===== src/rtl/adder_pipe_if.sv =====
// Handshake and data bundle for adder_pipe.
// The optional sub signal exists only when ADDER_PIPE_SUB_EN is defined.
interface adder_pipe_if #(
    parameter int WIDTH = 32
);
    logic             in_valid;
    logic             in_ready;
    logic [WIDTH-1:0] a;
    logic [WIDTH-1:0] b;
    logic             cin;
`ifdef ADDER_PIPE_SUB_EN
    logic             sub;
`endif
    logic             out_valid;
    logic             out_ready;
    logic [WIDTH-1:0] sum;
    logic             cout;
    logic             ovf;

    // Producer/consumer side (testbench or surrounding logic)
    modport master (
`ifdef ADDER_PIPE_SUB_EN
        output sub,
`endif
        output in_valid, a, b, cin, out_ready,
        input  in_ready, out_valid, sum, cout, ovf
    );

    // Adder side
    modport slave (
`ifdef ADDER_PIPE_SUB_EN
        input  sub,
`endif
        input  in_valid, a, b, cin, out_ready,
        output in_ready, out_valid, sum, cout, ovf
    );
endinterface


===== src/rtl/adder_pipe.sv =====
// Pipelined carry-chain adder with valid/ready handshake.
// The WIDTH-bit add is split into STAGES segments of WIDTH/STAGES bits;
// segment k is added in stage k using the carry registered by stage k-1.
// Unconsumed operand bits travel forward and completed low sums are skewed
// so a whole result leaves the last stage at once.
// Optional feature macro: ADDER_PIPE_SUB_EN adds a per-beat sub input
// (a - b, cin ignored). The connected interface WIDTH must equal WIDTH.
module adder_pipe #(
    parameter int WIDTH  = 32,
    parameter int STAGES = 4
) (
    input logic         clk,
    input logic         rst,
    adder_pipe_if.slave bus
);
    localparam int SEG  = WIDTH / STAGES;
    localparam int LAST = STAGES - 1;

    logic             advance;
    logic [WIDTH-1:0] b_eff;
    logic             cin_eff;

    // Effective operands: subtraction is a + ~b + 1
    always_comb begin
`ifdef ADDER_PIPE_SUB_EN
        b_eff   = bus.sub ? ~bus.b : bus.b;
        cin_eff = bus.sub | bus.cin;
`else
        b_eff   = bus.b;
        cin_eff = bus.cin;
`endif
    end

    for (genvar k = 0; k < STAGES; k++) begin : g_stage
        // IW: operand bits still to be added on entry to this stage
        // SW: result bits completed once this stage has added its segment
        localparam int IW = WIDTH - k * SEG;
        localparam int SW = (k + 1) * SEG;

        logic [IW-1:0] in_a;
        logic [IW-1:0] in_b;
        logic          in_c;
        logic          in_v;
        logic [SEG:0]  seg_sum;
        logic [SW-1:0] s_next;
        logic [SW-1:0] s_q;
        logic          v_q;
        logic          c_q;

        if (k == 0) begin : g_src
            // First stage takes operands straight from the port
            always_comb begin
                in_a = bus.a;
                in_b = b_eff;
                in_c = cin_eff;
                in_v = bus.in_valid;
            end

            // First segment result is the whole partial sum
            always_comb begin
                s_next = seg_sum[SEG-1:0];
            end
        end else begin : g_src
            // Later stages consume what the previous stage carried forward
            always_comb begin
                in_a = g_stage[k-1].g_ops.a_q;
                in_b = g_stage[k-1].g_ops.b_q;
                in_c = g_stage[k-1].c_q;
                in_v = g_stage[k-1].v_q;
            end

            // New segment goes on top of the skewed lower sum bits
            always_comb begin
                s_next = {seg_sum[SEG-1:0], g_stage[k-1].s_q};
            end
        end

        // Segment add: low SEG operand bits plus the incoming carry
        always_comb begin
            seg_sum = {1'b0, in_a[SEG-1:0]} + {1'b0, in_b[SEG-1:0]}
                    + {{SEG{1'b0}}, in_c};
        end

        // Stage register; data only loads with a valid beat so bubbles leave it untouched
        always_ff @(posedge clk) begin
            if (rst) begin
                v_q <= 1'b0;
                c_q <= 1'b0;
                s_q <= '0;
            end else if (advance) begin
                v_q <= in_v;
                if (in_v) begin
                    c_q <= seg_sum[SEG];
                    s_q <= s_next;
                end
            end
        end

        if (k < LAST) begin : g_ops
            logic [IW-SEG-1:0] a_q;
            logic [IW-SEG-1:0] b_q;

            // Carry the not-yet-added operand bits to the next stage
            always_ff @(posedge clk) begin
                if (rst) begin
                    a_q <= '0;
                    b_q <= '0;
                end else if (advance && in_v) begin
                    a_q <= in_a[IW-1:SEG];
                    b_q <= in_b[IW-1:SEG];
                end
            end
        end else begin : g_last
            logic ovf_q;

            // Carry into the MSB is recovered as a^b^sum at that bit
            always_ff @(posedge clk) begin
                if (rst) begin
                    ovf_q <= 1'b0;
                end else if (advance && in_v) begin
                    ovf_q <= seg_sum[SEG] ^ (in_a[SEG-1] ^ in_b[SEG-1] ^ seg_sum[SEG-1]);
                end
            end
        end
    end

    // Global stall: whole pipe moves only if the output slot is free or being taken
    always_comb begin
        advance = !g_stage[LAST].v_q || bus.out_ready;
    end

    // Output port mapping from the last stage registers
    always_comb begin
        bus.in_ready  = advance;
        bus.out_valid = g_stage[LAST].v_q;
        bus.sum       = g_stage[LAST].s_q;
        bus.cout      = g_stage[LAST].c_q;
        bus.ovf       = g_stage[LAST].g_last.ovf_q;
    end
endmodule

===== src/flat_wrapper.sv =====
// flat-port wrapper written by rule: the top's interface ports become plain ports
module adder_pipe_flat 
#(
    parameter int WIDTH  = 32,
    parameter int STAGES = 4
)
  (clk, rst, bus_in_valid, bus_a, bus_b, bus_cin, bus_out_ready, bus_in_ready, bus_out_valid, bus_sum, bus_cout, bus_ovf);
  adder_pipe_if #(.WIDTH(WIDTH)) bus_i ();
  input logic clk;
  input logic rst;
  input wire logic [$bits(bus_i.in_valid)-1:0] bus_in_valid;
  input wire logic [$bits(bus_i.a)-1:0] bus_a;
  input wire logic [$bits(bus_i.b)-1:0] bus_b;
  input wire logic [$bits(bus_i.cin)-1:0] bus_cin;
  input wire logic [$bits(bus_i.out_ready)-1:0] bus_out_ready;
  output wire logic [$bits(bus_i.in_ready)-1:0] bus_in_ready;
  output wire logic [$bits(bus_i.out_valid)-1:0] bus_out_valid;
  output wire logic [$bits(bus_i.sum)-1:0] bus_sum;
  output wire logic [$bits(bus_i.cout)-1:0] bus_cout;
  output wire logic [$bits(bus_i.ovf)-1:0] bus_ovf;
  assign bus_i.in_valid = bus_in_valid;
  assign bus_i.a = bus_a;
  assign bus_i.b = bus_b;
  assign bus_i.cin = bus_cin;
  assign bus_i.out_ready = bus_out_ready;
  assign bus_in_ready = bus_i.in_ready;
  assign bus_out_valid = bus_i.out_valid;
  assign bus_sum = bus_i.sum;
  assign bus_cout = bus_i.cout;
  assign bus_ovf = bus_i.ovf;
  adder_pipe #(.WIDTH(WIDTH), .STAGES(STAGES)) u_core (.clk(clk), .rst(rst), .bus(bus_i));
endmodule

===== config.mk =====
export PLATFORM = sky130hd
export DESIGN_NAME = adder_pipe_flat
export DESIGN_NICKNAME = d
export VERILOG_FILES = /design/src/rtl/adder_pipe_if.sv /design/src/rtl/adder_pipe.sv /design/src/flat_wrapper.sv
export SDC_FILE = /design/constraint.sdc
export NUM_CORES = 1
export LEC_CHECK = 0
export CORE_UTILIZATION = 55
export CTS_CLUSTER_DIAMETER = 80
export DETAILED_ROUTE_END_ITERATION = 12
export PLACE_DENSITY = 0.8
export SLEW_MARGIN = 20
export SYNTH_ARGS = -nofsm -noshare
export SYNTH_HDL_FRONTEND = slang
export SYNTH_SLANG_ARGS = --single-unit

===== constraint.sdc =====
create_clock -name clk -period 3.05 [get_ports clk]
set_clock_uncertainty 0.15 [all_clocks]
set_input_delay 0.7625 -clock clk [delete_from_list [all_inputs] [get_ports clk]]
set_output_delay 0.7625 -clock clk [all_outputs]
set_load 0.02 [all_outputs]

# == After elaboration in Yosys (flattened, before gate mapping) ==
# Cells that the tools add are included.
# word_totals
reg_bits,185
inputBits,69
word_cells,40
# op_classes
add_sub_neg,8
n_bitwise,3
reduce_logical,10
# op_table
cell,n
adder 8 x 8 -> 9 bit,4
adder 9 x 1 -> 9 bit,4
AND reduction 2 bit,4
logical AND 1 bit,4
XOR 1 bit,3
zero test 1 bit,1
logical OR 1 bit,1

# == Logic depth before layout (Yosys ltp) ==
# depth
word_depth,4
mapped_depth,8
depth_no_buf,8

# == Least setup slack after synthesis ==
# OpenSTA, ideal clock, no wires.
# synth_timing
path_kind,input -> register
from,input bus_cin
to,register u_core.g_stage[0].c_q
setup_ns,0.132
arrival_ns,2.331
required_ns,2.768
setup_slack_ns,0.437
path_stages,7
cell_sequence,fa_1 fa_1 a211oi_1 o21bai_1 a21oi_1 nand2b_1 a211oi_1
# synth_between
elab_chain_cells,1
# synth_lines
element,line,source
"start, declared",flat_wrapper.sv:14,input wire logic [$bits(bus_i.cin)-1:0] bus_cin;
adder 9 x 1 -> 9 bit,adder_pipe.sv:81,"+ {{SEG{1'b0}}, in_c};"
"end signal, assigned",adder_pipe.sv:93,c_q <= seg_sum[SEG];
"end, declared",adder_pipe.sv:48,logic c_q;
# Every way passes these cells.
# A chain may end at the register's enable or synchronous reset.

# == Worst setup path in the final report ==
# layout_timing
from,input bus_out_ready
to,output bus_in_ready
# layout_between
elab_chain_cells,1
# layout_lines
element,line,source
"start, declared",flat_wrapper.sv:15,input wire logic [$bits(bus_i.out_ready)-1:0] bus_out_ready;
logical OR 1 bit,adder_pipe.sv:129,advance = !g_stage[LAST].v_q || bus.out_ready;
"end, declared",flat_wrapper.sv:16,output wire logic [$bits(bus_i.in_ready)-1:0] bus_in_ready;
# Every way passes these cells.

==> out/metrics.yaml <==
global_routing:
  first_global_vias: 5882
  grt_pass1_wl_mm: 28.1
  antenna_found_initial: 0
  grt_overflow: 0
  grt_max_degree: 136
  track_usage: 0.241
logic_synthesis:
  ys.flop_type: "dfxtp_1"
  syn_nets: 1072
  syn-cell-area_um2: 7700
  synth_edf_count: 0
  yosys-top-cells-area: "dfxtp_1 48%, nand2_1 16%, a21oi_1 11%, ha_1 4.5%, fa_1 2.1%"
  synth_seq_area_share: 0.481
  ys_types: 42
  async_reset_ff_frac: 0
  synth_area_leader_cell: "dfxtp_1"
  ys_seq_elements: 185
  yosysWarnings: 0
  synth_top_area_share: 0.481
  synthCells: 967
  avgSynthCellArea_um2: 7.97
floorplanning:
  dieArea_um2: 14500
  initial_core_util: 0.573
  pin_count: 105
  die_y_um: 120
  rows: 42
  core-area_um2: 13500
  die_x_um: 120
setup_path:
  cp-start-kind: "primary input"
  rr_endpoint: "u_core.g_stage[2].s_q[22]"
  path_max_fanout: 2
  critical_path_required_ns: 2.14
  worst_ep_arrival_time_ns: 2.04
  reg2reg_from: "u_core.g_stage[1].g_ops.b_q[0]"
  end_kind: "output pin"
  r2r_slack_ns: 0.68
  criticalPathCategory: "primary input to output pin"
  r2r_cells: 8
timing:
  hold_viol: 0
  setup_viol: 0
  rsz0062_at_grt: "false"
  fin_crit_sh: 0.967
  finalSetupTns_ns: 0
  tightest_slew_ns: 0.584
  fin_crit_ns: 2.95
  fmax_ghz: 0.339
  slew_headroom: 0.611
  drv_slew: 0
hold_path:
  min_path_cells: 2
  hold_start: "u_core.g_stage[1].g_ops.b_q[14]"
  hold_end: "u_core.g_stage[2].g_ops.b_q[6]"
  hold_class: "flop to flop"
cts:
  cts_setup_buffers: 0
  ctsResizeCount: 0
  clockBufferDepth: 2
  worstSkewPairLatency_ns: 0.43
  cts.clk_slew.worst_paths_ns: 0.06
  htree_levels: 4
  clock_sinks: 185
  numCtsBuffers: 17
  cts_tree: "built"
  hold_buffers: 0
  cts_root_buf: "clkbuf_16"
routing:
  wirelength_mm: 16.6
  drc: 0
  drt_iter0_drc: 484
  viasPerCell: 5.34
  wire_per_inst_um: 13.4
  dr.pass1.iters: 4
  num_vias: 6611
  ant_nets: 0
placement:
  dp.cells: 1205
  numPortBuffers: 104
  place.detailed.hpwl_mm: 11.3
  placed_area_um2: 8890
  gp_congestion: 0.829
cells_and_area:
  drive_gt1_frac: 0.0613
  n_fill_cell: 1148
  fin_cells: 1237
  fin_nets: 1153
  syn2layout_area_growth_pct: 23.1
  fin_area_um2: 9480
  antenna_cells: 0
  final_cell_mix: "330 x nand2_1, 185 x dfxtp_1, 173 x a21oi_1"
  final_common_cell: "nand2_1"
outcome:
  outcome: "finished, final reports clean"
job:
  drv_cap: 0
pwr:
  power_density_nw_per_um2: 545
  leakage_uw: 0.00345
  vdd_ir_drop_max_uv: 359
==> state kept, by name (all words and copies together), names as in the netlist, 3 cells and up <==
| name | flops |
|---|---|
| u_core.g_stage.g_ops.a_q | 48 |
| u_core.g_stage.c_q | 3 |
| u_core.bus.sum | 32 |
| u_core.g_stage.g_ops.b_q | 48 |
| u_core.g_stage.v_q | 3 |
| u_core.g_stage.s_q | 48 |
==> power breakdown <==
group | internal, uW | switching, uW
sequential | 2490 | 46.0
clock | 1260 | 936
combinational | 199 | 240
==> layer usage <==
metal,wire length (um),global-route usage
met1,8280,0.358
met2,7200,0.352
met3,828,0.0476
met4,255,0.0748
met5,0,0
==> how the worst max path moves through the flow <==
stage / to / cells past startpoint / start
3_5_place_dp: u_core.g_stage[0].c_q / 8 / bus_cin
5_1_grt: bus_in_ready / 4 / bus_out_ready
6_report: bus_in_ready / 4 / bus_out_ready
2_1_floorplan: u_core.g_stage[0].c_q / 7 / bus_cin
3_3_place_gp: u_core.g_stage[0].c_q / 8 / bus_cin
4_1_cts: bus_in_ready / 4 / bus_out_ready
==> per-stage QoR <==
step / utilization / worst slack, ns / hold slack, ns / power (uW)
after detailed placement: 0.661 / -0.0958 / 0.292 / 3030
after CTS: 0.705 / 0.0992 / 0.300 / 5200
after global routing: 0.705 / 0.0645 / 0.313 / 5370
after floorplan: - / 0.437 / 0.282 / 2840
final: 0.705 / 0.101 / 0.299 / 5170
after global placement: 0.661 / -0.0725 / 0.289 / 3020
==> worst max-delay path, cell delays in order <==
cell and delay (ns):
clkdlybuf4s50_1 0.42, nor2b_2 0.23, inv_2 0.06, clkdlybuf4s50_1 0.56
==> cells in the mapped netlist (all sizes together), types with 7 or more instances <==
| cell type | number |
|---|---|
| nor4b | 8 |
| or3 | 7 |
| dfxtp | 185 |
| fa | 8 |
| nand2 | 332 |
| ha | 28 |
| nor3 | 13 |
| nor2 | 25 |
| nor2b | 8 |
| a21oi | 173 |
| a211oi | 15 |
| inv | 12 |
| clkbuf | 18 |
| o21ai | 27 |
| nand3 | 14 |
| or4 | 7 |
| buf | 45 |
==> cells by family after synthesis <==
| kind of cell | after synthesis | share of synthesized area |
|---|---|---|
| AOI/OAI and AO/OA | 238 | 0.172 |
| xor gates and xnor gates | 2 | 0.00227 |
| buffers and inverters | 75 | 0.0416 |
| and+or+nand+nor | 430 | 0.236 |
| DFF | 185 | 0.481 |
| adders and majority gates | 36 | 0.0663 |
| muxes | 1 | 0.00130 |
==> layout make-up <==
class / count / area (um2) / area share
Sequential cell: 185 / 3700 / 0.391
Multi-Input combinational cell: 707 / 3680 / 0.389
Timing Repair Buffer: 125 / 1230 / 0.130
Clock buffer: 19 / 453 / 0.0478
Tap cell: 176 / 220 / 0.0232
Clock inverter: 13 / 141 / 0.0149
Inverter: 12 / 45.0 / 0.00475
Note: power is estimated with default switching activity, not from simulation.
